$ cat src/rtl/hazard_scoreboard_if.sv
// Decode-stage hazard scoreboard bus: decoder-side request fields and stall/flush results.
// The master is the decoder/pipeline control; the slave is the scoreboard.
interface hazard_scoreboard_if #(
    parameter int unsigned NUM_REGS = 8,
    parameter int unsigned REG_W    = 3,
    parameter int unsigned NSRC     = 3,
    parameter int unsigned CNT_W    = 16
);
    logic                    dec_valid;
    logic [NSRC-1:0]         src_valid;
    logic [NSRC*REG_W-1:0]   src_idx;
    logic [NSRC-1:0]         src_early;
    logic                    dst_valid;
    logic [REG_W-1:0]        dst_idx;
    logic                    dst_is_load;
    logic                    ex_stall;
    logic                    redirect;
    logic                    squash;
    logic                    stall_decode;
    logic                    flush_fetch;
    logic [NUM_REGS-1:0]     busy_vec;
    logic [CNT_W-1:0]        stall_cnt;

    modport master (
        output dec_valid, src_valid, src_idx, src_early,
        output dst_valid, dst_idx, dst_is_load,
        output ex_stall, redirect, squash,
        input  stall_decode, flush_fetch, busy_vec, stall_cnt
    );

    modport slave (
        input  dec_valid, src_valid, src_idx, src_early,
        input  dst_valid, dst_idx, dst_is_load,
        input  ex_stall, redirect, squash,
        output stall_decode, flush_fetch, busy_vec, stall_cnt
    );
endinterface

$ cat src/rtl/hazard_scoreboard.sv
// Per-register age-tracked scoreboard for the WISC decode stage.
// Stalls decode only until a pending producer reaches a forwardable age.
module hazard_scoreboard #(
    parameter int unsigned NUM_REGS    = 8,
    parameter int unsigned REG_W       = 3,
    parameter int unsigned NSRC        = 3,
    parameter int unsigned ALU_LAT     = 0,
    parameter int unsigned LOAD_LAT    = 1,
    parameter int unsigned EARLY_EXTRA = 2,
    parameter int unsigned RETIRE_AGE  = 3,
    parameter int unsigned CNT_W       = 16
) (
    input  logic               clk,
    input  logic               rst,
    hazard_scoreboard_if.slave bus
);
    localparam int unsigned AGE_W = $clog2(RETIRE_AGE + 1);
    localparam int unsigned REQ_W = AGE_W + 1;

    typedef logic [AGE_W-1:0] age_t;
    typedef logic [REQ_W-1:0] req_t;
    typedef logic [CNT_W-1:0] cnt_t;

    logic [NUM_REGS-1:0] pend_q;
    logic [NUM_REGS-1:0] pend_d;
    logic [NUM_REGS-1:0] ld_q;
    logic [NUM_REGS-1:0] ld_d;
    age_t                age_q [NUM_REGS];
    age_t                age_d [NUM_REGS];
    cnt_t                stall_cnt_q;

    logic [NSRC-1:0]     src_hit;
    logic                stall;
    logic                issue;

    // Minimum producer age a consumer needs before it can pick up the forwarded value.
    function automatic req_t req_age(input logic is_ld, input logic early);
        req_t base;
        base = is_ld ? req_t'(LOAD_LAT) : req_t'(ALU_LAT);
        return early ? req_t'(base + req_t'(EARLY_EXTRA)) : base;
    endfunction

    // Register matching by loop means out-of-range indices simply never hit.
    always_comb begin
        src_hit = '0;
        for (int unsigned i = 0; i < NSRC; i++) begin
            for (int unsigned r = 0; r < NUM_REGS; r++) begin
                if ((bus.src_idx[i*REG_W +: REG_W] == REG_W'(r)) && pend_q[r] &&
                    ({1'b0, age_q[r]} < req_age(ld_q[r], bus.src_early[i]))) begin
                    src_hit[i] = bus.src_valid[i];
                end
            end
        end
    end

    assign stall = bus.dec_valid & (|src_hit);
    assign issue = bus.dec_valid & ~stall & ~bus.ex_stall & ~bus.squash;

    always_comb begin
        pend_d = pend_q;
        ld_d   = ld_q;
        age_d  = age_q;
        if (bus.squash) begin
            pend_d = '0;
        end else if (!bus.ex_stall) begin
            for (int unsigned r = 0; r < NUM_REGS; r++) begin
                if (pend_q[r]) begin
                    age_d[r] = age_q[r] + age_t'(1);
                    if (age_q[r] == age_t'(RETIRE_AGE - 1)) begin
                        pend_d[r] = 1'b0;
                    end
                end
            end
            // A new writer restarts the entry, so the youngest producer wins on WAW.
            if (issue && bus.dst_valid) begin
                for (int unsigned r = 0; r < NUM_REGS; r++) begin
                    if (bus.dst_idx == REG_W'(r)) begin
                        pend_d[r] = 1'b1;
                        age_d[r]  = '0;
                        ld_d[r]   = bus.dst_is_load;
                    end
                end
            end
        end
    end

    always_ff @(posedge clk or posedge rst) begin
        if (rst) begin
            pend_q <= '0;
            ld_q   <= '0;
            for (int unsigned r = 0; r < NUM_REGS; r++) begin
                age_q[r] <= '0;
            end
        end else begin
            pend_q <= pend_d;
            ld_q   <= ld_d;
            for (int unsigned r = 0; r < NUM_REGS; r++) begin
                age_q[r] <= age_d[r];
            end
        end
    end

    always_ff @(posedge clk or posedge rst) begin
        if (rst) begin
            stall_cnt_q <= '0;
        end else if (stall && !bus.squash && (stall_cnt_q != '1)) begin
            stall_cnt_q <= stall_cnt_q + cnt_t'(1);
        end
    end

    assign bus.stall_decode = stall;
    assign bus.flush_fetch  = bus.redirect;
    assign bus.busy_vec     = pend_q;
    assign bus.stall_cnt    = stall_cnt_q;
endmodule

$ cat src/flat_wrapper.sv
// flat-port wrapper written by rule: the top's interface ports become plain ports
module hazard_scoreboard_flat 
#(
    parameter int unsigned NUM_REGS    = 8,
    parameter int unsigned REG_W       = 3,
    parameter int unsigned NSRC        = 3,
    parameter int unsigned ALU_LAT     = 0,
    parameter int unsigned LOAD_LAT    = 1,
    parameter int unsigned EARLY_EXTRA = 2,
    parameter int unsigned RETIRE_AGE  = 3,
    parameter int unsigned CNT_W       = 16
)
  (clk, rst, bus_dec_valid, bus_src_valid, bus_src_idx, bus_src_early, bus_dst_valid, bus_dst_idx, bus_dst_is_load, bus_ex_stall, bus_redirect, bus_squash, bus_stall_decode, bus_flush_fetch, bus_busy_vec, bus_stall_cnt);
  hazard_scoreboard_if #(.NUM_REGS(NUM_REGS), .REG_W(REG_W), .NSRC(NSRC), .CNT_W(CNT_W)) bus_i ();
  input  logic clk;
  input  logic rst;
  input wire logic [$bits(bus_i.dec_valid)-1:0] bus_dec_valid;
  input wire logic [$bits(bus_i.src_valid)-1:0] bus_src_valid;
  input wire logic [$bits(bus_i.src_idx)-1:0] bus_src_idx;
  input wire logic [$bits(bus_i.src_early)-1:0] bus_src_early;
  input wire logic [$bits(bus_i.dst_valid)-1:0] bus_dst_valid;
  input wire logic [$bits(bus_i.dst_idx)-1:0] bus_dst_idx;
  input wire logic [$bits(bus_i.dst_is_load)-1:0] bus_dst_is_load;
  input wire logic [$bits(bus_i.ex_stall)-1:0] bus_ex_stall;
  input wire logic [$bits(bus_i.redirect)-1:0] bus_redirect;
  input wire logic [$bits(bus_i.squash)-1:0] bus_squash;
  output wire logic [$bits(bus_i.stall_decode)-1:0] bus_stall_decode;
  output wire logic [$bits(bus_i.flush_fetch)-1:0] bus_flush_fetch;
  output wire logic [$bits(bus_i.busy_vec)-1:0] bus_busy_vec;
  output wire logic [$bits(bus_i.stall_cnt)-1:0] bus_stall_cnt;
  assign bus_i.dec_valid = bus_dec_valid;
  assign bus_i.src_valid = bus_src_valid;
  assign bus_i.src_idx = bus_src_idx;
  assign bus_i.src_early = bus_src_early;
  assign bus_i.dst_valid = bus_dst_valid;
  assign bus_i.dst_idx = bus_dst_idx;
  assign bus_i.dst_is_load = bus_dst_is_load;
  assign bus_i.ex_stall = bus_ex_stall;
  assign bus_i.redirect = bus_redirect;
  assign bus_i.squash = bus_squash;
  assign bus_stall_decode = bus_i.stall_decode;
  assign bus_flush_fetch = bus_i.flush_fetch;
  assign bus_busy_vec = bus_i.busy_vec;
  assign bus_stall_cnt = bus_i.stall_cnt;
  hazard_scoreboard #(.NUM_REGS(NUM_REGS), .REG_W(REG_W), .NSRC(NSRC), .ALU_LAT(ALU_LAT), .LOAD_LAT(LOAD_LAT), .EARLY_EXTRA(EARLY_EXTRA), .RETIRE_AGE(RETIRE_AGE), .CNT_W(CNT_W)) u_core (.clk(clk), .rst(rst), .bus(bus_i));
endmodule
$ cat config.mk
export PLATFORM = sky130hd
export DESIGN_NAME = hazard_scoreboard_flat
export DESIGN_NICKNAME = d
export VERILOG_FILES = /design/src/rtl/hazard_scoreboard_if.sv /design/src/rtl/hazard_scoreboard.sv /design/src/flat_wrapper.sv
export SDC_FILE = /design/constraint.sdc
export NUM_CORES = 1
export LEC_CHECK = 0
export BUFFER_PORTS_ARGS = -buffer_cell sky130_fd_sc_hd__buf_2
export CORE_ASPECT_RATIO = 1.4
export CORE_MARGIN = 2
export CORE_UTILIZATION = 54
export CTS_CLUSTER_DIAMETER = 120
export CTS_CLUSTER_SIZE = 28
export DETAILED_ROUTE_END_ITERATION = 7
export PLACE_DENSITY_LB_ADDON = 0.1
export SETUP_SLACK_MARGIN = 0.1
export SLEW_MARGIN = 20
export SYNTH_ARGS = -nofsm -noshare
export SYNTH_HDL_FRONTEND = slang
export SYNTH_SLANG_ARGS = --single-unit
$ cat constraint.sdc
create_clock -name clk -period 4.1 [get_ports clk]
set_input_delay 1.025 -clock clk [delete_from_list [all_inputs] [get_ports clk]]
set_output_delay 1.025 -clock clk [all_outputs]
set_load 0.02 [all_outputs]
==> impl_metrics.yaml, run 1 <==
clock_tree:
  clock_latency_ns: 0.31
  path_clk_slew_ns: 0.09
  clock-sinks: 48
  cts-resized-gates: 0
  post-cts-setup-buffers: 0
  cts_root_buffer: "clkbuf_8"
  cts_buffers: 5
  htreeDepth: 2
  cts.path.max_buffers: 2
  postCtsHoldBufs: 0
  tritoncts: "yes"
setup_path:
  crit_arrival_ns: 2.91
  cp.required_ns: 3.07
  regToRegStartpoint: "u_core.age_q[5]$_DFFE_PP0P_"
  rr_worst_depth: 7
  path_max_fanout: 8
  r2r_slack_ns: 1.22
  crit_type: "input pin to primary output"
  startpoint_type: "input pin"
  worstReg2RegEnd: "u_core.age_q[7]$_DFFE_PP0P_"
  endpoint_kind: "primary output"
sta:
  fin_skew_ns: 0.00533
  period_share_pct: 96.0
  final_hold_viol_count: 0
  tightest_slew_ns: 0.933
  slew_headroom_pct: 37.6
  whs_ns: 0.485
  fin_tns_setup_ns: 0
  drv_slew: 0
  fmax_mhz: 254
  fin_crit_ns: 3.94
  setup_violations: 0
  grt_setup_unrepaired: "false"
pwr:
  switching_share_pct: 28.9
  p_clk_share_pct: 33.6
  seqPwrFrac_pct: 49.1
  p_total_mw: 1.13
  p_sw_mw: 0.327
  max-vdd-ir-drop_v: 0.000191
  power_density_nw_per_um2: 295
  combinationalPowerShare_pct: 17.3
  internal_power_mw: 0.803
  p_leak_nw: 1.79
final_layout:
  most-common-layout-cells: "buf_2, dfrtp_1, ha_1"
  area_growth_pct: 13.8
  drive_gt1_share_pct: 22.3
  nNetsFinal: 458
  mostFrequentLayoutCell: "buf_2"
  fill_cells: 579
  antenna_cells: 0
routing:
  dr.pass1.iters: 4
  ant_nets: 0
  totalWireLength_mm: 9.09
  vias: 3028
  drt_iter0_drc: 171
  wire_per_inst_um: 19.2
  viasPerCell: 6.42
  drc_errors: 0
global_route:
  grt_first_pass_wirelength_mm: 14.9
  grt_pass1_vias: 3010
  grt-ovfl-total: 0
  grt_start_max_net_pins: 49
  grt_use_total_pct: 27.2
  antenna_found_initial: 0
logic_synthesis:
  ys_top_cells_by_area: "dfrtp_1, ha_1, mux2_2"
  synth-edff-count: 0
  synth-main-ff-cell: "dfrtp_1"
  synth_cell_types: 53
  yosysSeqAreaShare_pct: 35.7
  synth_largest_area_cell: "dfrtp_1"
  synth-seq-cells: 48
  netlist_area_um2: 3360
  synth_top_area_share_pct: 35.7
  avgSynthCellArea_um2: 9.61
  syn_nets: 409
  syn_inst: 350
  synthArstFlopShare_pct: 100
  synth-warning-count: 0
floorplanning:
  start_util_pct: 54.9
  dieArea_um2: 6880
  rows: 34
  io_pins: 52
  chipWidth_um: 70.7
  die_y_um: 97.4
  core_um2: 6130
outcome:
  outcome: "complete, no violations"
min_path:
  min_path_cells: 1
  min_path_type: "flip-flop to flip-flop"
  hold_end: "u_core.bus.stall_cnt[12]$_DFFE_PP0P_"
  min-delay-start: "u_core.bus.stall_cnt[12]$_DFFE_PP0P_"
run:
  maxCapViolations: 0
placement:
  gp_congestion: 0.907
  io_buffers: 49
  place_hpwl_mm: 6.74
## layer usage
layer	global-route usage (%)	share of wire, %
met2	45.0	50
met1	34.0	41
met4	14.4	4.6
met5	0	0
met3	3.53	5.0
## worst max path at each step
stage / from / slack (ns) / endpoint
final: bus_src_early[2] / 0.16 / bus_stall_decode
after global routing: bus_src_early[2] / 0.07 / bus_stall_decode
after CTS: bus_src_early[0] / 0.15 / bus_stall_decode
after detailed placement: bus_src_early[0] / 0.15 / bus_stall_decode
after global placement: bus_src_early[0] / 0.22 / bus_stall_decode
after floorplan: bus_src_early[2] / 0.24 / bus_stall_decode
## state kept, by name, indices dropped and copies added, names as in the netlist
name                  flops
u_core.age_q             16
u_core.bus.busy_vec       8
u_core.bus.stall_cnt     16
u_core.ld_q               8
## per-stage QoR
step	setup slack (ns)	std cells	util, %	instance area, µm²
5_1_grt	0.0671	472	62.4	3820
3_5_place_dp	0.155	464	59.9	3670
3_3_place_gp	0.217	464	59.9	3670
2_1_floorplan	0.245	350	-	3360
4_1_cts	0.153	472	61.9	3790
6_report	0.164	472	62.4	3820
## worst max-delay path, stage by stage
cell	delay [ns]
buf_2	0.10
inv_1	0.22
ha_1	0.28
a2111oi_1	0.46
nor4_2	0.13
o22ai_1	0.28
nor3_4	0.09
nor2_1	0.13
buf_2	0.18
## final cells by class
class                   instances  area, µm²  share of cell area [%]
multi-input cells             263       2020                    52.9
flip-flops and latches         48       1200                    31.4
repair buffers                 54        283                    7.39
inverters                      27        103                    2.68
clock buffers                   7       96.3                    2.52
well taps                      72       90.1                    2.36
clock inverters                 1       30.0                   0.785
## synth_stat cells (2+ instances only)
library cell and n:
a2111oi_0 7, a2111oi_1 4, a21o_1 2, a21oi_1 21, a311oi_2 2, a41o_1 3
a41oi_1 5, and3_1 5, buf_6 3, clkbuf_1 7, dfrtp_1 48, ha_1 33
inv_1 26, mux2_2 10, nand2_1 12, nand2b_1 12, nand3_1 12, nand4_1 14
nand4b_1 6, nor2_1 16, nor2b_1 4, nor3_1 8, nor3_2 2, nor4_1 7
o21ai_0 21, o21ai_1 2, o22a_1 2, o22ai_1 4, o311ai_0 2, o311ai_1 4
or2_2 2, or2b_1 5, or4b_1 6, xnor2_1 3, xor2_1 12
## cell families (layout without fill, tap and decap cells)
logic type | after synthesis | in the layout | share of synthesized area (%)
AO/OA/AOI/OAI | 87 | 87 | 18.2
XOR/XNOR | 15 | 15 | 3.91
adder cells (fa/ha/maj) | 33 | 33 | 12.3
buffers and inverters | 39 | 89 | 5.17
flip-flops | 48 | 48 | 35.7
multiplexers | 11 | 11 | 3.65
AND/OR/NAND/NOR | 117 | 117 | 21.1
## power groups by stage
stage	sequential, mW	combinational [mW]	clock [mW]
2_1_floorplan	0.558	0.122	0
5_1_grt	0.561	0.223	0.401
3_5_place_dp	0.564	0.192	0
3_3_place_gp	0.562	0.183	0
6_report	0.555	0.196	0.379
4_1_cts	0.554	0.193	0.383
(Power assumes the default switching activity.)
==> run 2: changes to the inputs <==
Settings changed: CORE_MARGIN 2 to 10, CORE_UTILIZATION 54 to 35.
Clock period 4.1 ns to 5 ns, I/O delays scaled along.
==> run 2 against run 1 <==
  * Die area rose by 100%
  * Global-route usage fell by 12 points
  * Worst hold slack improved by 0.0065 ns
  * Worst setup slack improved by 0.47 ns
  * Non-clock buffer count fell by 3
==> impl_metrics.yaml, run 2 (synthesized netlist as in run 1, its figures left out) <==
global_route:
  grt-ovfl-total: 0
  grt_pass1_vias: 3030
  antenna_found_initial: 0
  grt_start_max_net_pins: 49
  grt_use_total_pct: 14.8
  grt_first_pass_wirelength_mm: 16.2
setup_path:
  endpoint_kind: "primary output"
  crit_start: "bus_src_early[0]"
  cpPeakStageDelay_ns: 0.49
  crit_type: "input pin to primary output"
  path_max_fanout: 8
  cp.required_ns: 3.75
  startpoint_type: "input pin"
  crit_arrival_ns: 3.11
  worstPathCellList: "buf_2 -> inv_1 -> ha_1 -> or4b_1 -> a21oi_1 -> nor4_1 -> o22ai_1 -> nor3_4 -> nor2_1 -> buf_2"
  slowest_stage: "nor4_1"
  critPathTopFamily: "simple AND/OR/NAND/NOR gates"
  cp_num_buf_inv: 3
  worstReg2RegEnd: "u_core.age_q[7]$_DFFE_PP0P_"
  crit_cells: 10
  rr_worst_depth: 7
  crit_top_cell: "buf_2"
  regToRegStartpoint: "u_core.age_q[7]$_DFFE_PP0P_"
  r2r_slack_ns: 2.09
  endpoint: "bus_stall_decode"
sta:
  drv_slew: 0
  grt_setup_unrepaired: "false"
  fin_crit_ns: 4.36
  tightest_slew_ns: 0.978
  final_hold_viol_count: 0
  fin_tns_setup_ns: 0
  period_share_pct: 87.3
  fin_skew_ns: 0.0104
  fmax_mhz: 229
  fin_ws_ns: 0.636
  slew_headroom_pct: 34.5
  setup_violations: 0
clock_tree:
  path_clk_slew_ns: 0.06
  post-cts-setup-buffers: 0
  clock_latency_ns: 0.29
  cts.path.max_buffers: 2
  cts_root_buffer: "clkbuf_16"
  clock-sinks: 48
  cts-resized-gates: 0
  postCtsHoldBufs: 0
  htreeDepth: 2
  cts_buffers: 5
  tritoncts: "yes"
routing:
  drt_iter0_drc: 210
  highest_layer: "met4"
  dr_wl_met3_um: 580
  totalWireLength_mm: 10.0
  wl_met1_mm: 4.27
  ant_nets: 0
  wire_per_inst_um: 19.8
  drc_errors: 0
  vias: 2898
  viasPerCell: 5.72
  met2_length_mm: 5.07
  dr.pass1.iters: 4
final_layout:
  ff_latch_area_um2: 1200
  fill_cells: 971
  multi_input_area_um2: 1990
  drive_gt1_share_pct: 20.2
  antenna_cells: 0
  nNetsFinal: 455
  area_growth_pct: 14.2
  most-common-layout-cells: "buf_2, dfrtp_1, ha_1"
  mostFrequentLayoutCell: "buf_2"
floorplanning:
  rows: 42
  die_y_um: 136
  io_pins: 52
  dieArea_um2: 14000
  chipWidth_um: 103
  start_util_pct: 35.7
  core_um2: 9410
min_path:
  min-delay-start: "u_core.bus.stall_cnt[12]$_DFFE_PP0P_"
  min_path_type: "flip-flop to flip-flop"
placement:
  place_hpwl_mm: 7.80
  io_buffers: 49
  dp_slack_ns: 0.575
  gp_congestion: 0.859
pwr:
  p_leak_nw: 1.78
  max-vdd-ir-drop_v: 0.000185
  power_density_nw_per_um2: 250
run:
  maxCapViolations: 0
outcome:
  outcome: "complete, no violations"
-- run 2: per-layer routing --
layer | vias to the layer above | global-route usage [%]
met1 | 1401 | 17.4
li1 | 1419 | -
met5 | - | 0
met3 | 7 | 3.56
met2 | 71 | 26.0
met4 | 0 | 3.80
-- run 2: per-stage QoR --
step	std cells	power, mW	cell area, µm²	hold WS (ns)	utilization (%)
after floorplan	350	0.557	3360	0.455	-
after global placement	499	0.617	3690	0.473	39.3
after detailed placement	499	0.623	3690	0.480	39.3
after CTS	507	0.971	3840	0.494	40.8
after global routing	507	1.01	3840	0.510	40.8
final	507	0.958	3840	0.491	40.8
-- run 2: final cells by class --
type | count | area share [%]
multi-input cells | 263 | 51.9
flip-flops and latches | 48 | 31.3
repair buffers | 51 | 6.78
clock buffers | 8 | 3.81
well taps | 110 | 3.58
inverters | 27 | 2.64
-- run 2: where the power goes --
group	switching, mW	internal (mW)	total (mW)
combinational	0.0972	0.0622	0.159
clock	0.143	0.200	0.343
sequential	0.0364	0.420	0.456
total	0.277	0.682	0.958
-- run 2: worst min path at each step --
stage | to | cells past startpoint
detailed placement | u_core.bus.stall_cnt[12]$_DFFE_PP0P_ | 1
CTS | u_core.bus.stall_cnt[12]$_DFFE_PP0P_ | 1
global route | u_core.bus.stall_cnt[4]$_DFFE_PP0P_ | 1
floorplan | u_core.age_q[14]$_DFFE_PP0P_ | 1
global placement | u_core.bus.stall_cnt[12]$_DFFE_PP0P_ | 1
finish | u_core.bus.stall_cnt[12]$_DFFE_PP0P_ | 1
==> run 3: changes to the inputs <==
Settings changed: CORE_UTILIZATION 35 to 55.
==> run 3 against run 2 <==
  * Total power decreased by 13%
  * Sequential power about the same
  * Fmax shrank 0.69%
  * Clock skew fell by 0.0011 ns
  * Register-to-register slack got worse by 0.15 ns
  * Combinational power hardly changed
  * Via count up 3.7%
  * Critical endpoint unchanged
  * Largest power group unchanged
  * Highest routed layer unchanged
==> impl_metrics.yaml, run 3 (synthesized netlist as in run 1, its figures left out) <==
outcome:
  outcome: "complete, no violations"
final_layout:
  antenna_cells: 0
  fill_cells: 509
  design_area_um2: 3710
  drive_gt1_share_pct: 20.0
  area_growth_pct: 10.5
  most-common-layout-cells: "buf_2, dfrtp_1, ha_1"
  mostFrequentLayoutCell: "buf_2"
  post-route-util_pct: 62.9
  nNetsFinal: 454
routing:
  ant_nets: 0
  drt_iter0_drc: 155
  dr.pass1.iters: 4
  viasPerCell: 6.46
  wire_per_inst_um: 19.8
  vias: 3006
  totalWireLength_mm: 9.21
  drc_errors: 0
pwr:
  internal_power_mw: 0.577
  switching_share_pct: 31.1
  p_total_mw: 0.837
  p_leak_nw: 1.74
  power_density_nw_per_um2: 225
  p_clk_share_pct: 26.9
  p_sw_mw: 0.261
  seqPwrFrac_pct: 54.3
  max-vdd-ir-drop_v: 0.000183
  combinationalPowerShare_pct: 18.8
clock_tree:
  htreeDepth: 2
  cts.path.max_buffers: 2
  cts-resized-gates: 0
  path_clk_slew_ns: 0.08
  clock_latency_ns: 0.30
  post-cts-setup-buffers: 0
  clock-sinks: 48
  tritoncts: "yes"
  cts_buffers: 5
  postCtsHoldBufs: 0
  cts_root_buffer: "clkbuf_8"
setup_path:
  worstPathCellList: "buf_2 -> inv_1 -> ha_1 -> nand4b_1 -> a21oi_1 -> nor4_1 -> o22ai_1 -> nor3_4 -> nor2_1 -> buf_2"
  slowest_stage: "nor4_1"
  crit_type: "input pin to primary output"
  endpoint_kind: "primary output"
  path_max_fanout: 8
  startpoint_type: "input pin"
  crit_arrival_ns: 3.14
  cpPeakStageDelay_ns: 0.54
  cp.required_ns: 3.75
  crit_top_cell: "buf_2"
  rr_worst_depth: 7
sta:
  fin_crit_ns: 4.39
  fin_tns_setup_ns: 0
  slew_headroom_pct: 34.0
  setup_violations: 0
  fmax_mhz: 228
  whs_ns: 0.495
  period_share_pct: 87.9
  final_hold_viol_count: 0
  fin_skew_ns: 0.00925
  drv_slew: 0
  tightest_slew_ns: 0.986
  grt_setup_unrepaired: "false"
global_route:
  grt_pass1_vias: 3234
  grt-ovfl-total: 0
  antenna_found_initial: 0
  grt_start_max_net_pins: 49
  grt_first_pass_wirelength_mm: 15.5
  grt_use_total_pct: 19.3
run:
  maxCapViolations: 0
floorplanning:
  io_pins: 52
  die_y_um: 113
  chipWidth_um: 86.1
  core_um2: 5900
  start_util_pct: 56.9
  rows: 33
  dieArea_um2: 9680
placement:
  io_buffers: 49
  dpl_cell_area_um2: 3640
  gp_congestion: 0.908
  place_hpwl_mm: 7.09
min_path:
  min_path_cells: 1
  min_path_type: "flip-flop to flip-flop"
## run 3: cell types whose count changed in the layout (fill, tap and decap cells not counted)
cell,before,now
clkbuf_8,1,5
clkbuf_1,2,1
clkbuf_16,5,0
inv_2,1,0
clkinv_2,0,2
buf_4,2,1
## run 3: layout make-up
type	count	area, µm²	share of cell area (%)
multi-input cells	263	1990	53.7
clock buffers	6	72.6	1.95
flip-flops and latches	48	1200	32.3
clock inverters	1	5.00	0.135
inverters	27	103	2.76
repair buffers	50	253	6.80
well taps	70	87.6	2.36
## run 3: path summary, 6_finish.rpt
check                                                     start  slack (ns)                                   end
max                                            bus_src_early[0]        0.61                      bus_stall_decode
min                        u_core.bus.stall_cnt[12]$_DFFE_PP0P_        0.49  u_core.bus.stall_cnt[12]$_DFFE_PP0P_
max reg2reg                         u_core.age_q[7]$_DFFE_PP0P_        1.94           u_core.age_q[1]$_DFFE_PP0P_
min reg2reg                u_core.bus.stall_cnt[12]$_DFFE_PP0P_        0.49  u_core.bus.stall_cnt[12]$_DFFE_PP0P_
max in group asynchronous                                   rst        3.41  u_core.bus.stall_cnt[10]$_DFFE_PP0P_
min in group asynchronous                                   rst        1.08           u_core.age_q[4]$_DFFE_PP0P_
## run 3: metal layers
metal | part of all wire (%) | global-route usage, % | vias up
li1 | - | - | 1420
met1 | 40 | 21.9 | 1452
met2 | 50 | 32.8 | 110
met3 | 6.3 | 3.91 | 24
met4 | 3.6 | 10.0 | 0
met5 | 0 | 0 | -
## run 3: power by group through the flow
stage	Combinational (mW)	Clock [mW]	Sequential, mW
floorplan	0.0997	0	0.457
global placement	0.150	0	0.460
detailed placement	0.159	0	0.461
CTS	0.159	0.228	0.454
global route	0.182	0.246	0.460
finish	0.157	0.226	0.454
## run 3: through the flow
step,instances,setup WS (ns)
floorplan,350,0.695
global placement,458,0.681
detailed placement,458,0.621
CTS,465,0.599
global route,465,0.401
finish,465,0.606
## run 3: worst max-delay path, delay by kind of cell
family	cells	cell delay, ns
compound gates	2	0.29
fa+ha+maj	1	0.20
buf+inv	3	0.47
simple gates	4	0.92
